<file path="config.mk">
export PLATFORM = sky130hd
export DESIGN_NAME = apb_slave_regbank
export DESIGN_NICKNAME = d
export VERILOG_FILES = /design/src/rtl/apb_regbank_pkg.sv /design/src/rtl/apb_match_counter.sv /design/src/rtl/apb_slave_regbank.sv
export SDC_FILE = /design/constraint.sdc
export NUM_CORES = 1
export LEC_CHECK = 0
export BUFFER_PORTS_ARGS = -buffer_cell sky130_fd_sc_hd__buf_2
export CORE_MARGIN = 2
export CORE_UTILIZATION = 25
export CTS_CLUSTER_DIAMETER = 200
export DETAILED_ROUTE_END_ITERATION = 8
export PLACE_DENSITY = 0.4
export SYNTH_ARGS = -nofsm -noshare
export SYNTH_HDL_FRONTEND = slang
export SYNTH_HIERARCHICAL = 1
export SYNTH_SLANG_ARGS = --single-unit
export TNS_END_PERCENT = 100
</file>
<file path="constraint.sdc">
create_clock -name Hclk -period 3.55 [get_ports Hclk]
set_input_delay 0 -clock Hclk [delete_from_list [all_inputs] [get_ports Hclk]]
set_output_delay 0 -clock Hclk [all_outputs]
set_load 0.1 [all_outputs]
</file>
<file path="src/rtl/apb_regbank_pkg.sv">
// rtl/apb_regbank_pkg.sv - shared FSM encoding, register offsets and bit indices for the APB register bank
package apb_regbank_pkg;

   localparam logic [1:0] ST_IDLE   = 2'b00;
   localparam logic [1:0] ST_SETUP  = 2'b01;
   localparam logic [1:0] ST_ACCESS = 2'b10;

   localparam logic [7:0] OFF_CTRL     = 8'h00;
   localparam logic [7:0] OFF_STATUS   = 8'h04;
   localparam logic [7:0] OFF_COUNT    = 8'h08;
   localparam logic [7:0] OFF_COMPARE  = 8'h0C;
   localparam logic [7:0] OFF_SCRATCH0 = 8'h10;

   localparam int CTRL_CNT_EN = 0;
   localparam int CTRL_IRQ_EN = 1;

   localparam int STAT_MATCH = 0;
   localparam int STAT_WRAP  = 1;
   localparam int STAT_PERR  = 2;

   // Byte offset to the word index decoded from Paddr[7:2]
   function automatic logic [5:0] word_of(input logic [7:0] off);
      return 6'(off >> 2);
   endfunction

endpackage

</file>
<file path="src/rtl/apb_match_counter.sv">
// rtl/apb_match_counter.sv - free-running counter with compare-match reset, wrap detect and APB load
module apb_match_counter
   import apb_regbank_pkg::*;
#(
   parameter int CNT_WIDTH = 32
) (
   input  logic                 clk,
   input  logic                 rst_n,
   input  logic                 en,
   input  logic                 load,
   input  logic [CNT_WIDTH-1:0] load_val,
   input  logic                 cmp_wr,
   input  logic [CNT_WIDTH-1:0] cmp_val,
   output logic [CNT_WIDTH-1:0] count,
   output logic [CNT_WIDTH-1:0] compare,
   output logic                 match,
   output logic                 wrap
);

   logic hit;
   logic at_max;

   assign hit    = en && (count == compare);
   assign at_max = (count == {CNT_WIDTH{1'b1}});

   // A load overrides the match-reset, so no event is reported in that cycle
   assign match = hit && !load;
   assign wrap  = en && at_max && !hit && !load;

   // Count, match-reset, wrap and load; a load always wins
   always_ff @(posedge clk or negedge rst_n) begin
      if (!rst_n) begin
         count   <= '0;
         compare <= '0;
      end else begin
         if (cmp_wr) begin
            compare <= cmp_val;
         end
         if (load) begin
            count <= load_val;
         end else if (match || wrap) begin
            count <= '0;
         end else if (en) begin
            count <= count + 1'b1;
         end
      end
   end

endmodule

</file>
<file path="src/rtl/apb_slave_regbank.sv">
// rtl/apb_slave_regbank.sv - APB slave with phase tracking, protocol checks and control/status/counter/scratch registers
module apb_slave_regbank
   import apb_regbank_pkg::*;
#(
   parameter int NUM_SCRATCH = 8,
   parameter int CNT_WIDTH   = 32
) (
   input  logic        Hclk,
   input  logic        Hresetn,
   input  logic        Psel,
   input  logic        Penable,
   input  logic        Pwrite,
   input  logic [31:0] Paddr,
   input  logic [31:0] Pwdata,
   output logic [31:0] Prdata,
   output logic        irq
);

   localparam logic [5:0] W_CTRL    = word_of(OFF_CTRL);
   localparam logic [5:0] W_STATUS  = word_of(OFF_STATUS);
   localparam logic [5:0] W_COUNT   = word_of(OFF_COUNT);
   localparam logic [5:0] W_COMPARE = word_of(OFF_COMPARE);
   localparam logic [5:0] W_SCR0    = word_of(OFF_SCRATCH0);

   logic [1:0]           state;
   logic [1:0]           state_nxt;
   logic [5:0]           addr_q;
   logic                 write_q;
   logic [1:0]           ctrl;
   logic [2:0]           status;
   logic [2:0]           st_set;
   logic [2:0]           st_clr;
   logic [31:0]          scratch [NUM_SCRATCH];
   logic [31:0]          rd_val;
   logic [CNT_WIDTH-1:0] count;
   logic [CNT_WIDTH-1:0] compare;
   logic                 cnt_match;
   logic                 cnt_wrap;
   logic                 setup_cyc;
   logic                 enable_cyc;
   logic                 perr;
   logic                 wr_en;
   logic [5:0]           paddr_word;
   logic                 unused_paddr;

   assign paddr_word   = Paddr[7:2];
   assign unused_paddr = ^{Paddr[31:8], Paddr[1:0]};
   assign setup_cyc    = Psel & ~Penable;
   assign enable_cyc   = Psel & Penable;

   // An enable phase is only legal straight after SETUP and must repeat the latched address and direction
   always_comb begin
      perr = 1'b0;
      if (enable_cyc) begin
         case (state)
            ST_SETUP: perr = (paddr_word != addr_q) || (Pwrite != write_q);
            default:  perr = 1'b1;
         endcase
      end
   end

   assign wr_en = enable_cyc && (state == ST_SETUP) && write_q && !perr;

   // Phase tracking; SETUP with another setup cycle simply restarts the setup
   always_comb begin
      state_nxt = state;
      case (state)
         ST_IDLE: begin
            if (setup_cyc) state_nxt = ST_SETUP;
         end
         ST_SETUP: begin
            if (!Psel)        state_nxt = ST_IDLE;
            else if (Penable) state_nxt = ST_ACCESS;
         end
         ST_ACCESS: begin
            if (!Psel)         state_nxt = ST_IDLE;
            else if (!Penable) state_nxt = ST_SETUP;
         end
         default: state_nxt = ST_IDLE;
      endcase
   end

   // Read mux on the live setup address
   always_comb begin
      rd_val = '0;
      case (paddr_word)
         W_CTRL:    rd_val = {30'b0, ctrl};
         W_STATUS:  rd_val = {29'b0, status};
         W_COUNT:   rd_val = 32'(count);
         W_COMPARE: rd_val = 32'(compare);
         default: begin
            for (int i = 0; i < NUM_SCRATCH; i++) begin
               if (paddr_word == W_SCR0 + 6'(i)) rd_val = scratch[i];
            end
         end
      endcase
   end

   // Hardware-set STATUS events and W1C clear mask
   always_comb begin
      st_set             = '0;
      st_set[STAT_MATCH] = cnt_match;
      st_set[STAT_WRAP]  = cnt_wrap;
      st_set[STAT_PERR]  = perr;
      st_clr             = (wr_en && addr_q == W_STATUS) ? Pwdata[2:0] : 3'b0;
   end

   // FSM, setup latch and registered read data loaded at the end of a read setup
   always_ff @(posedge Hclk or negedge Hresetn) begin
      if (!Hresetn) begin
         state   <= ST_IDLE;
         addr_q  <= '0;
         write_q <= 1'b0;
         Prdata  <= '0;
      end else begin
         state <= state_nxt;
         if (setup_cyc) begin
            addr_q  <= paddr_word;
            write_q <= Pwrite;
            if (!Pwrite) Prdata <= rd_val;
         end
      end
   end

   // CTRL, STATUS, scratch writes and the registered interrupt
   always_ff @(posedge Hclk or negedge Hresetn) begin
      if (!Hresetn) begin
         ctrl   <= '0;
         status <= '0;
         irq    <= 1'b0;
         for (int i = 0; i < NUM_SCRATCH; i++) scratch[i] <= '0;
      end else begin
         irq    <= ctrl[CTRL_IRQ_EN] & status[STAT_MATCH];
         status <= (status & ~st_clr) | st_set;
         if (wr_en && addr_q == W_CTRL) ctrl <= Pwdata[1:0];
         for (int i = 0; i < NUM_SCRATCH; i++) begin
            if (wr_en && addr_q == W_SCR0 + 6'(i)) scratch[i] <= Pwdata;
         end
      end
   end

   apb_match_counter #(
      .CNT_WIDTH(CNT_WIDTH)
   ) u_counter (
      .clk      (Hclk),
      .rst_n    (Hresetn),
      .en       (ctrl[CTRL_CNT_EN]),
      .load     (wr_en && addr_q == W_COUNT),
      .load_val (Pwdata[CNT_WIDTH-1:0]),
      .cmp_wr   (wr_en && addr_q == W_COMPARE),
      .cmp_val  (Pwdata[CNT_WIDTH-1:0]),
      .count    (count),
      .compare  (compare),
      .match    (cnt_match),
      .wrap     (cnt_wrap)
   );

endmodule

</file>
==> results.sh, run 1 <==
export IMPL_outcome="finished, final reports clean"
export IMPL_synth_largest_area_cell="dfrtp_1"
export IMPL_fin_skew_ns=0.0247
export IMPL_setup_violations=0
export IMPL_antenna_found_initial=2
export IMPL_ys_ff_latch=367
export IMPL_synth_compound_area_frac=0.0819
export IMPL_final_max_slew_viol_count=0
export IMPL_cp_required_ns=4.04
export IMPL_route_detailed_drc=0
export IMPL_timing_rr_start="addr_q[0]"
export IMPL_asyncSetResetFlopFracSynth=1.00
export IMPL_synth_top_cells_by_area="dfrtp_1 (51%), mux2_2 (20%), mux4_2 (4.4%)"
export IMPL_synth_cell_types=61
export IMPL_postRouteAntennaNets=0
export IMPL_critPathLaunchType="flop"
export IMPL_dieArea_mm2=0.0738
export IMPL_rr_worst_depth=10
export IMPL_wirelength_um=58100
export IMPL_gr_total_overflow=0
export IMPL_fmax_ghz=0.318
export IMPL_crit_slowest_cell="or4b_4"
export IMPL_synth_top_cell_area_share=0.513
export IMPL_cts_max_path_buffers=3
export IMPL_io_pins=102
export IMPL_n_antenna_cell=0
export IMPL_drtPass1Iterations=5
export IMPL_syn_area_mm2=0.0179
export IMPL_synth_avg_cell_area_um2=12.4
export IMPL_first_global_vias=13100
export IMPL_power_per_cell_area_mw_per_mm2=466
export IMPL_syn_inst=1448
export IMPL_first_iter_violations=789
export IMPL_grt_usage=0.158
export IMPL_gp_congestion=0.853
export IMPL_worstMarginPinSlew_ns=0.944
export IMPL_synthXorXnorAreaFrac=0.0240
export IMPL_synthAdderAreaFrac=0.000699
export IMPL_synth_fp_nets=1518
export IMPL_clockRootBuffer="clkbuf_16"
export IMPL_period_share=0.887
export IMPL_nFillCells=7172
export IMPL_drive_above_1_share=0.366
export IMPL_rsz0062_at_grt="no"
export IMPL_synthSimpleGateAreaFrac=0.0900
export IMPL_setup_ws_ns=0.403
export IMPL_cts_tree="built"
export IMPL_cp_endpoint="u_counter/count[12]"
export IMPL_synth_edff_count=0
export IMPL_die_y_um=272
export IMPL_dpl_hpwl_um=37800
export IMPL_slowest_delay_ns=0.59
export IMPL_area_delta_synth_final_pct=20.6
export IMPL_critPathMaxFanout=10
export IMPL_maxCapViolCount=0
export IMPL_portBuffers=75
export IMPL_synth_seq_area_share=0.513
export IMPL_yosysWarnings=6
export IMPL_clock_latency_ns=0.58
export IMPL_core_area_mm2=0.0712
export IMPL_cp_startpoint="addr_q[0]"
export IMPL_drt_vias_per_instance=4.89
export IMPL_die_x_um=272
export IMPL_ff2ff_setup_slack_ns=0.40
export IMPL_cp_depth=10
export IMPL_critPathArrivalTime_ns=3.64
export IMPL_grt_max_degree=96
export IMPL_critPathMostFrequentCell="or3_1"
export IMPL_vias=12400
export IMPL_cts_buffers=44
export IMPL_synth_top_family_by_area="multiplexers"
export IMPL_rows=98
export IMPL_min_path_type="primary input to asynchronous set/reset pin"
export IMPL_synthFlopType="dfrtp_1"
export IMPL_critPathTopFamily="simple AND/OR/NAND/NOR gates"
export IMPL_cts_htree_levels=2
export IMPL_end_kind="flop"
export IMPL_cp_cell_sequence="xor2_1 > or3_1 > or4b_4 > nor2b_4 > nor2b_1 > and4_1 > nand4_1 > o31ai_2 > or3_1 > o211ai_1"
export IMPL_power_uw=10100
export IMPL_ir_drop_mv=0.292
export IMPL_tns_ns=0
export IMPL_cts_sinks=367
export IMPL_fin_crit_ns=3.15
export IMPL_dp_slack_ns=0.197
export IMPL_slew_limit_headroom=0.367
export IMPL_fin_nets=1625
export IMPL_power_leakage_uw=0.00983
export IMPL_critPathKind="flop to flop"
export IMPL_start_util=0.251
export IMPL_hold_viol=0
export IMPL_synthTopCellsByCount="dfrtp_1 (367), mux2_2 (319), a21oi_1 (70), nand2_1 (66), clkbuf_1 (61)"
export IMPL_reg2reg_to="u_counter/count[12]"
export IMPL_grt_pass1_wl_um=88100
export IMPL_yosys_cell_count_top_type="dfrtp_1"
export IMPL_synthMuxAreaShare=0.264
export IMPL_critPathBufInv=0
export IMPL_wire_per_inst_um=22.9
export IMPL_path_clk_slew_ns=0.06
## through the flow
step | cells | instance area [um2] | hold slack, ns | utilization
after detailed placement | 2417 | 19600 | 0.127 | 0.275
after CTS | 2540 | 21600 | 0.0656 | 0.303
after floorplan | 1448 | 17900 | -0.296 | -
after global routing | 2541 | 21600 | 0.132 | 0.303
after global placement | 2417 | 19600 | 0.124 | 0.275
final | 2541 | 21600 | 0.0599 | 0.303
## state kept, by name (all words and copies together) (netlist names)
register / cells
Prdata: 32
addr_q: 6
ctrl: 2
irq: 1
scratch: 256
state: 2
status: 3
u_counter/compare: 32
u_counter/count: 32
write_q: 1
## worst register-to-register path, delay by kind of cell (launching register included)
| kind | cells | cell delay [ns] |
|---|---|---|
| compound gates | 2 | 0.36 |
| xor+xnor | 1 | 0.18 |
| flops | 1 | 0.47 |
| simple gates | 7 | 2.06 |
## timing repair
action,in CTS,in global routing
endpoints found under the hold margin,422,0
setup endpoints to repair,0,14
resized for setup,0,4
hold buffers,41,0
buffers inserted,0,1
## how the worst min path moves through the flow
stage,from,end,slack [ns],cells past startpoint
6_report,Hresetn,scratch[33],0.06,2
5_1_grt,Hresetn,scratch[33],0.13,2
4_1_cts,Paddr[2],status[2],0.07,5
3_5_place_dp,Hresetn,scratch[33],0.13,1
3_3_place_gp,Hresetn,scratch[65],0.12,1
2_1_floorplan,Hresetn,Prdata[0],-0.30,0
## cells in the final DEF (no fill, tap or decap), types with 19 or more instances in the layout
master / Yosys / final
mux2_2: 319 / 319
nand2_1: 66 / 63
clkbuf_16: 0 / 46
nor2_1: 41 / 39
mux2i_1: 32 / 32
a21oi_1: 70 / 70
nor4_1: 19 / 19
nor3_1: 30 / 30
o21ai_0: 48 / 48
mux4_2: 35 / 35
buf_2: 23 / 72
dfrtp_1: 367 / 366
xor2_1: 38 / 38
dlygate4sd3_1: 0 / 41
buf_4: 0 / 48
nor2b_1: 22 / 21
nand3_1: 37 / 33
o22ai_1: 20 / 20
## report_power, final
part	internal, uW	total [uW]	switching (uW)	leakage, uW
registers	4240	4290	55.9	0.00497
clock network	3040	4910	1870	0.000785
logic	206	866	660	0.00407
total	7480	10100	2590	0.00983
## routing by layer
layer	global-route usage	vias to the layer above	part of all wire
met2	0.260	222	0.48
met3	0.0265	75	0.037
li1	-	5620	-
met4	0.0369	2	0.019
met5	0	-	0.00015
met1	0.217	6499	0.47
## final cells by class
cell class | instances | area (um2) | share of cell area
Clock buffer | 72 | 1430 | 0.0661
Inverter | 10 | 37.5 | 0.00174
Clock inverter | 10 | 168 | 0.00776
Timing Repair Buffer | 169 | 1270 | 0.0587
Sequential cell | 367 | 9190 | 0.425
Tap cell | 950 | 1190 | 0.0550
Multi-Input combinational cell | 963 | 8330 | 0.386
## cell families (layout without fill, tap and decap cells)
family                     Yosys count  count (layout)
buffers and inverters              118             261
and+or+nand+nor                    293             293
xor gates and xnor gates            49              49
adders and majority gates            1               1
DFF                                367             367
AOI/OAI and AO/OA                  231             231
muxes                              389             389
Note: power is estimated with default switching activity, not from simulation.
==> run 2: changes to the inputs <==
Settings changed: CORE_MARGIN 2 to unset, REMOVE_ABC_BUFFERS set to 1.
==> results.sh, run 2 (same netlist as run 1, synthesis figures left out) <==
export IMPL_vias=12300
export IMPL_largest_register="scratch"
export IMPL_fmax_ghz=0.311
export IMPL_route_detailed_drc=0
export IMPL_first_global_vias=13000
export IMPL_critPathMostFrequentCell="or3_1"
export IMPL_slowest_delay_ns=0.60
export IMPL_wl_met2_um=26200
export IMPL_area_delta_synth_final_pct=19.2
export IMPL_wirelength_um=55000
export IMPL_power_per_cell_area_mw_per_mm2=448
export IMPL_io_pins=102
export IMPL_cp_cell_sequence="nand2b_1 > or3_1 > or4b_4 > nor2b_4 > nor2b_1 > and4_1 > nand4_1 > buf_4 > o31ai_2 > or3_1 > o211ai_1"
export IMPL_critPathArrivalTime_ns=3.70
export IMPL_cp_required_ns=4.03
export IMPL_maxCapViolCount=0
export IMPL_outcome="finished, final reports clean"
export IMPL_fin_nets=1619
export IMPL_die_x_um=270
export IMPL_gr_total_overflow=0
export IMPL_setup_violations=0
export IMPL_portBuffers=75
export IMPL_core_area_mm2=0.0705
export IMPL_post_cts_setup_buffer_count=0
export IMPL_start_util=0.254
export IMPL_cts_sinks=367
export IMPL_worstMarginPinSlew_ns=0.929
export IMPL_clock_latency_ns=0.57
export IMPL_period_share=0.906
export IMPL_dpl_hpwl_um=36100
export IMPL_hold_viol=0
export IMPL_cts_tree="built"
export IMPL_cts_buffers=44
export IMPL_gp_congestion=0.824
export IMPL_top_layer="met4"
export IMPL_rows=97
export IMPL_clockRootBuffer="clkbuf_16"
export IMPL_final_max_slew_viol_count=0
export IMPL_slew_limit_headroom=0.378
export IMPL_end_kind="flop"
export IMPL_first_iter_violations=691
export IMPL_fin_crit_ns=3.22
export IMPL_final_cell_mix="dfrtp_1 (367), mux2_2 (319), buf_2 (72), a21oi_1 (70), nand2_1 (63)"
export IMPL_cts_htree_levels=2
export IMPL_dieArea_mm2=0.0727
export IMPL_met1_length_um=26000
export IMPL_crit_slowest_cell="or4b_4"
export IMPL_layout_commonest_cell="dfrtp_1"
export IMPL_min_path_type="primary input to asynchronous set/reset pin"
export IMPL_largest_reg_flops=256
export IMPL_grt_usage=0.153
export IMPL_drive_above_1_share=0.356
export IMPL_post_route_util=0.303
export IMPL_ff2ff_setup_slack_ns=0.33
export IMPL_timing_rr_start="state[1]"
export IMPL_critPathKind="flop to flop"
export IMPL_postRouteAntennaNets=0
export IMPL_setup_ws_ns=0.334
export IMPL_rr_worst_depth=11
export IMPL_n_antenna_cell=0
export IMPL_fin_skew_ns=0.0168
export IMPL_power_leakage_uw=0.00970
export IMPL_drt_vias_per_instance=4.90
export IMPL_dp_slack_ns=0.112
export IMPL_drtPass1Iterations=5
export IMPL_grt_max_degree=82
export IMPL_wire_per_inst_um=21.8
export IMPL_nFillCells=7189
export IMPL_path_clk_slew_ns=0.06
export IMPL_reg2reg_to="u_counter/count[12]"
export IMPL_rsz0062_at_grt="no"
export IMPL_ir_drop_mv=0.231
export IMPL_wl_met3_um=1670
export IMPL_critPathLaunchType="flop"
export IMPL_grt_pass1_wl_um=85100
export IMPL_cts_max_path_buffers=3
export IMPL_antenna_found_initial=2
export IMPL_critPathMaxFanout=9
export IMPL_die_y_um=270
-- run 2: worst max-delay path by stage --
stage / start / endpoint / slack [ns] / cells past startpoint
after detailed placement: state[1] / u_counter/count[28] / 0.11 / 11
after floorplan: addr_q[0] / u_counter/count[12] / -1.84 / 10
after global routing: state[1] / u_counter/count[12] / 0.16 / 11
after global placement: state[1] / u_counter/count[30] / 0.19 / 11
final: state[1] / u_counter/count[12] / 0.33 / 11
after CTS: state[1] / u_counter/count[30] / 0.09 / 11
-- run 2: area by class of cell --
class                           instances  area, um2  share of cell area
Timing Repair Buffer                  163       1240              0.0583
Sequential cell                       367       9180               0.430
Multi-Input combinational cell        963       8330               0.390
Inverter                               10       37.5             0.00176
Tap cell                              940       1180              0.0551
Clock buffer                           69       1310              0.0612
Clock inverter                          6       80.1             0.00375
-- run 2: through the flow --
| step | total power, uW | std cells | hold slack (ns) | setup TNS (ns) | area [um2] |
|---|---|---|---|---|---|
| 5_1_grt | 9940 | 2518 | 0.0919 | 0 | 21400 |
| 3_3_place_gp | 5200 | 2402 | 0.0767 | 0 | 19600 |
| 4_1_cts | 9740 | 2518 | 0.0384 | 0 | 21300 |
| 3_5_place_dp | 5200 | 2402 | 0.0826 | 0 | 19600 |
| 6_report | 9570 | 2518 | 0.0414 | 0 | 21400 |
| 2_1_floorplan | 4790 | 1340 | -0.296 | -51.61 | 17500 |
-- run 2: layer usage --
| metal | vias to the layer above | GRT usage |
|---|---|---|
| met3 | 74 | 0.0208 |
| li1 | 5593 | - |
| met5 | - | 0 |
| met2 | 186 | 0.251 |
| met1 | 6492 | 0.210 |
| met4 | 0 | 0.0411 |
-- run 2: where the power goes --
group / switching [uW] / internal [uW] / leakage [uW]
Combinational: 651 / 207 / 0.00405
Clock: 1780 / 2650 / 0.000681
Sequential: 48.8 / 4240 / 0.00497
Total: 2480 / 7090 / 0.00970
-- run 2: timing repair --
item                                    4_1_cts  5_1_grt
hold endpoints to repair                    411        0
hold buffers                                 41        0
resized for setup                             0        2
endpoints found under the setup margin        0        7
-- run 2: critical path, delay by kind of cell (launching register included) --
kind	cells	cell delay [ns]
flops	1	0.39
simple gates	8	2.31
compound gates	2	0.27
buf+inv	1	0.17
